==> src/rtl/alu_ctrl_pkg.sv <==
// Shared ALU control encodings and multiply-sequencer state encoding.
// Control words are packed in zx nx zy ny f no order.
package alu_ctrl_pkg;

  localparam logic [5:0] ALU_ADD    = 6'b000010;
  localparam logic [5:0] ALU_PASS_X = 6'b001100;
  localparam logic [5:0] ALU_AND    = 6'b000000;

  typedef enum logic [1:0] {
    IDLE = 2'd0,
    STEP = 2'd1,
    DBL  = 2'd2,
    DONE = 2'd3
  } state_t;

endpackage

==> src/rtl/alu_mul_sequencer.sv <==
// Shift-and-add 16x16->16 multiplier that borrows the external Hack ALU for every add and doubling.
// Optional early exit on an exhausted multiplier: define ALU_MUL_EARLY_EXIT_EN.
import alu_ctrl_pkg::*;

module alu_mul_sequencer #(
  parameter int N_ITER = 16
) (
  input  logic        clk,
  input  logic        reset,
  input  logic        start,
  input  logic [15:0] a,
  input  logic [15:0] b,
  output logic        busy,
  output logic        done,
  output logic [15:0] result,
  output logic        res_zr,
  output logic        res_ng,
  output logic [15:0] alu_x,
  output logic [15:0] alu_y,
  output logic        alu_zx,
  output logic        alu_nx,
  output logic        alu_zy,
  output logic        alu_ny,
  output logic        alu_f,
  output logic        alu_no,
  input  logic [15:0] alu_out,
  input  logic        alu_zr,
  input  logic        alu_ng
);

  localparam logic [4:0] LAST_CNT = 5'(N_ITER - 1);

  state_t      state, state_nx;
  logic [15:0] p_q, m_q, b_q;
  logic [4:0]  cnt_q;
  logic        zr_tmp, ng_tmp;
  logic [15:0] result_q;
  logic        res_zr_q, res_ng_q;
  logic [5:0]  ctrl;
  logic [15:0] b_next;

  assign b_next = b_q >> 1;

  // NOTE: sequential state is updated with non-blocking assignments so every
  // register samples the pre-edge values of the others.
  always_ff @(posedge clk) begin
    if (reset) state <= IDLE;
    else       state <= state_nx;
  end

  always_comb begin
    state_nx = state;
    case (state)
      IDLE: if (start) state_nx = STEP;
      STEP: state_nx = DBL;
      DBL: begin
        if (cnt_q == LAST_CNT) state_nx = DONE;
        else                   state_nx = STEP;
`ifdef ALU_MUL_EARLY_EXIT_EN
        if (b_next == 16'h0000) state_nx = DONE;
`endif
      end
      DONE:    state_nx = IDLE;
      default: state_nx = IDLE;
    endcase
  end

  // NOTE: every output gets a default before the case so no path leaves a
  // signal unassigned, which would otherwise infer a latch.
  always_comb begin
    alu_x = '0;
    alu_y = '0;
    ctrl  = ALU_AND;
    busy  = 1'b0;
    done  = 1'b0;
    case (state)
      STEP: begin
        alu_x = p_q;
        alu_y = m_q;
        ctrl  = b_q[0] ? ALU_ADD : ALU_PASS_X;
        busy  = 1'b1;
      end
      DBL: begin
        alu_x = m_q;
        alu_y = m_q;
        ctrl  = ALU_ADD;
        busy  = 1'b1;
      end
      DONE: begin
        busy = 1'b1;
        done = 1'b1;
      end
      default: ;
    endcase
  end

  assign {alu_zx, alu_nx, alu_zy, alu_ny, alu_f, alu_no} = ctrl;

  // Outputs show the fresh product during the done cycle, then the held copy.
  assign result = (state == DONE) ? p_q    : result_q;
  assign res_zr = (state == DONE) ? zr_tmp : res_zr_q;
  assign res_ng = (state == DONE) ? ng_tmp : res_ng_q;

  // NOTE: all datapath registers are plain flops with a reset value; a reset
  // mid-operation therefore discards the in-flight product entirely.
  always_ff @(posedge clk) begin
    if (reset) begin
      p_q      <= '0;
      m_q      <= '0;
      b_q      <= '0;
      cnt_q    <= '0;
      zr_tmp   <= 1'b0;
      ng_tmp   <= 1'b0;
      result_q <= '0;
      res_zr_q <= 1'b1;
      res_ng_q <= 1'b0;
    end else begin
      case (state)
        IDLE: if (start) begin
          p_q   <= '0;
          m_q   <= a;
          b_q   <= b;
          cnt_q <= '0;
        end
        STEP: begin
          p_q    <= alu_out;
          zr_tmp <= alu_zr;
          ng_tmp <= alu_ng;
        end
        DBL: begin
          m_q   <= alu_out;
          b_q   <= b_next;
          cnt_q <= cnt_q + 5'd1;
        end
        DONE: begin
          result_q <= p_q;
          res_zr_q <= zr_tmp;
          res_ng_q <= ng_tmp;
        end
        default: ;
      endcase
    end
  end

endmodule

==> config.mk <==
export PLATFORM = sky130hd
export DESIGN_NAME = alu_mul_sequencer
export DESIGN_NICKNAME = d
export VERILOG_FILES = /design/src/rtl/alu_ctrl_pkg.sv /design/src/rtl/alu_mul_sequencer.sv
export SDC_FILE = /design/constraint.sdc
export NUM_CORES = 1
export LEC_CHECK = 0
export CAP_MARGIN = 40
export CORE_ASPECT_RATIO = 0.5
export CORE_MARGIN = 2
export CORE_UTILIZATION = 51
export DETAILED_ROUTE_END_ITERATION = 6
export GPL_ROUTABILITY_DRIVEN = 0
export PLACE_DENSITY = 0.89
export SLEW_MARGIN = 20
export SYNTH_ARGS = -nofsm -noshare
export SYNTH_HDL_FRONTEND = slang
export SYNTH_SLANG_ARGS = --single-unit
==> constraint.sdc <==
create_clock -name clk -period 3.9 [get_ports clk]
set_input_delay 0.78 -clock clk [delete_from_list [all_inputs] [get_ports clk]]
set_output_delay 0.78 -clock clk [all_outputs]
set_load 0.02 [all_outputs]
Word-level counts from Yosys, hierarchy flattened

Cells that the tools add are included.

Register bits after elaboration: 75
Latch bits: 0
Memory bits (writable): 0
ROM bits: 0
Bits of input ports: 53
Output and inout bits: 58
Logic and storage cells: 43
Memories: 0

$add $sub $neg: 1
Multipliers: 0
Divide/modulo/power cells: 0
Order comparisons: 0
Eq/ne operators: 5
Shift operators: 0
Muxes and demuxes: 20
Bitwise logic cells: 0
Reductions and logical operators: 7

Operator list:

| kind                | number |
|---|---|
| $pmux 16 s2         | 4 |
| $mux 16             | 5 |
| $pmux 5 s2          | 1 |
| $pmux 2 s4          | 1 |
| $pmux 4 s2          | 1 |
| $add 5x1->5 const B | 1 |
| $eq 5x4->1 const B  | 1 |
| $mux 5              | 1 |
| $eq 2x2->1 const B  | 2 |
| $mux 1              | 4 |
| $mux 2              | 2 |
| $mux 4              | 1 |
| $reduce_and 2->1    | 2 |
| $reduce_bool 2->1   | 2 |
| $reduce_or 3->1     | 1 |
| $eq 2x1->1 const B  | 1 |
| $logic_not 2->1     | 1 |
| $ne 2x2->1 const B  | 1 |
| $reduce_or 2->1     | 1 |

Logic depth before layout (Yosys ltp)

Depth in word-level cells: 3
Depth in mapped cells: 8

Worst setup path after synthesis

Ideal clock, no wire load.

Path type: register -> output
Start point: register state[0]
End point: output alu_zy
Arrival: 1.905 ns
Required time: 3.120 ns
Path slack: 1.215 ns
Stages on the path, launching flop included: 8
Buffers on the path: 3
Cells stage by stage: dfxtp_1 > inv_1 > ha_1 > and2_1 > buf_2 > clkbuf_1 > nor2b_1 > buf_4

Longest elaborated chain between the ends: 2

RTL lines:

| what                                     | line                    | text |
|---|---|---|
| start: declaration                       | alu_mul_sequencer.sv:33 | `state_t state, state_nx;` |
| start signal: assignment                 | alu_mul_sequencer.sv:48 | `else state <= state_nx;` |
| $eq 2x2->1 or $eq 2x1->1 (tied branches) | alu_mul_sequencer.sv:76 | `case (state)` |
| $pmux 4 s2 *                             | alu_mul_sequencer.sv:76 |  |
| end: declaration                         | alu_mul_sequencer.sv:22 | `output logic alu_zy,` |

Every way passes the cells marked *; elsewhere a longest branch is shown, timed or not.

Final worst setup path

Ends and elaborated chain as after synthesis.

==> metrics <==
I/O pin count=around 110; fmax=between 200 and 300 MHz; gr busiest metal=met2; post-synth cell types=35; final setup vio count=0; H-tree levels=3; Slew Viols, Final=0; final wirelength=slightly above 9000 µm; die width=124 µm; fin nets=514; ranking of synthesized cells by area=dfxtp_1 (41%), a211oi_2 (9.9%), mux2i_1 (9.2%), nor2_1 (5.3%), nor2b_1 (4.1%); peak supply drop=0.000292 V; EDFF count, synth=0; area grow syn2layout=36.9%; post-CTS resize count=0; post-synthesis sequential area ratio=between 40% and 50%; static leakage=about 1.8 nW; detailed-route DRC error count=0; multiplexer share of the synthesized area=between 10% and 20%; Core Region=0.00683 mm²; r2r startpoint=state[0]; FF-to-FF path depth=7; Worst slew margin=roughly 54%; Synth Area in Compound Gates=between 10% and 20%; worst-skew pair later-pin latency=between 300 and 400 ps; PwrDens=around 450 mW/mm²; cts hold-fix bufs=0; Hold Startpoint=b_q[15]; vias in the first global route=approximately 2900; DR iter-0 viols=roughly 150; I/O Buffers=approximately 110; Worst Hold Class=flip-flop to flip-flop; met3 GRT Util=between 7 and 8%; cell taking the most area after synthesis=dfxtp_1; Seq cells post-synth=75; share of cells above drive strength 1=between 10% and 20%; Mapped Area=0.00368 mm²; post-synthesis cell count=around 360; Pre-antenna DRT Iters=4; WP data arrival=about 2800 ps; RSZ-0062 raised after global routing=no; slowest stage delay, CP=630 ps; area share of the largest cell type after synthesis=around 41%; Via density=roughly 5.5; synthesized-area fraction occupied by adder cells=approximately 2.7%; global-route congestion overflow total=0; Reg2Reg Setup Slack=between 1500 and 2000 ps; CP Max Fanout=16; Longest Clk Path Bufs=2; hold worst-path end=b_q[15]; commonest non-fill, non-tap cell in the layout=clkdlybuf4s50_1; Final Critical Period=roughly 3500 ps; Final Hold Fails=0; Setup CP Type=flip-flop to output pin; post-route antenna net violation count=0; global-route met1 utilization=about 30%; commonest non-fill, non-tap cells in the layout=clkdlybuf4s50_1 (106), dfxtp_1 (75), nor2_1 (52); Synth Warn #=0; Clock Sinks=75; CTS root buf=clkbuf_16; Starting Density=a little over half; wire per inst=16.6 µm; Post-Route Skew=3.00 ps; ys async rst share=0%; Reg clk slew, reported paths=about 50 ps; crit end category=output pin; initial antenna violation count=0; Tot GR Track Use=roughly a quarter; Post-Synth Simple-Gate Area=approximately 15%; Setup TNS=0 ps; predominant post-synthesis flop cell=dfxtp_1; status=finished, final reports clean; Tcrit/Tclk final=around nine tenths; antenna fix cells=0; Setup Buffers After CTS=0; GRT met2 Usage=between 30% and 40%; largest family of logic cells by synthesized area=compound AO/OA/AOI/OAI gates; TritonCTS clock tree=yes; Rows=21; first-pass GRT wire length=between 10000 and 15000 µm; Detail Placement HPWL=about 5900 µm; die area=between 0.007 and 0.008 mm²; total power=between 0.002 and 0.0025 W; via count=3013; Avg Inst Size Synth=10.2 µm²; die span in y=around 64 µm; max-cap violation count=0; hold path depth=2; CP max-delay cell=clkdlybuf4s50_1; Cell Chain, Critical Path=inv_1, ha_1, and2_1, nor2b_1, clkdlybuf4s50_1; TritonCTS buffer count=9; crit path launch type=flip-flop; Post-Synth XOR/XNOR Area=0%; Worst EP required=~3100 ps; worst slew pin tran=~680 ps; largest net degree at the start of global routing=66; Setup crit start=state[0]; RR Endpoint=cnt_q[4]
==> sequential cells by signal, summed over array words and instances (netlist names) <==
register  cells
b_q          16
cnt_q         5
m_q          16
ng_tmp        1
p_q          16
res_ng_q      1
res_zr_q      1
result_q     16
state         2
zr_tmp        1
==> how the worst max path moves through the flow <==
| stage | cells after the start | end | slack (ps) |
|---|---|---|---|
| detailed placement | 5 | alu_ny | 750 |
| CTS | 5 | alu_zy | 340 |
| finish | 5 | alu_zy | 350 |
| global route | 5 | alu_ny | 220 |
| floorplan | 7 | alu_zy | 1210 |
| global placement | 5 | alu_x[4] | 850 |
==> through the flow <==
stage / area [µm²] / cells / setup slack, ps / util, % / hold WS [ps]
finish: 5040 / 550 / 351 / 73.8 / 460
floorplan: 3690 / 364 / 1210 / - / 436
global route: 5040 / 550 / 221 / 73.8 / 512
global placement: 4680 / 530 / 849 / 68.6 / 454
CTS: 5000 / 548 / 344 / 73.1 / 463
detailed placement: 4720 / 532 / 747 / 69.1 / 457
==> layer usage <==
metal	vias up	share of wire (%)
met5	-	0
met4	0	0.67
met3	6	5.8
met2	88	48
met1	1439	45
li1	1480	-
==> power breakdown <==
| part | total [W] | internal (W) | switching, W |
|---|---|---|---|
| clock network | 0.000752 | 0.000463 | 0.000289 |
| registers | 0.000900 | 0.000845 | 0.0000551 |
| logic | 0.000622 | 0.000281 | 0.000342 |
==> critical path: cells and delay by family, from the launching register on <==
family	cells	cell delay, ps
flip-flops	1	410
adder cells (fa/ha/maj)	1	400
AND/OR/NAND/NOR	2	880
buffers and inverters	2	750
==> cell type report <==
class                   instances  area (µm²)
clock buffers                  14         264
well taps                      92         115
repair buffers                115        1180
fillers                       470        1790
flip-flops and latches         75        1500
clock inverters                 2        10.0
multi-input cells             247        1950
inverters                       5        18.8
==> synth_stat cells (4+ instances only) <==
cell type,count
a211oi_2,29
a21oi_1,5
a22o_1,15
a32oi_1,17
and2_1,19
buf_2,14
buf_4,7
buf_6,5
clkbuf_1,8
dfxtp_1,75
ha_1,8
inv_1,4
mux2_1,11
mux2_2,7
mux2i_1,34
nor2_1,52
nor2b_1,24
==> kinds of logic after synthesis <==
group	Yosys count
adders and majority gates	8
AOI/OAI and AO/OA	74
buffers and inverters	42
DFF	75
other	1
muxes	54
and+or+nand+nor	108
Power figures use the tool's default switching activity.
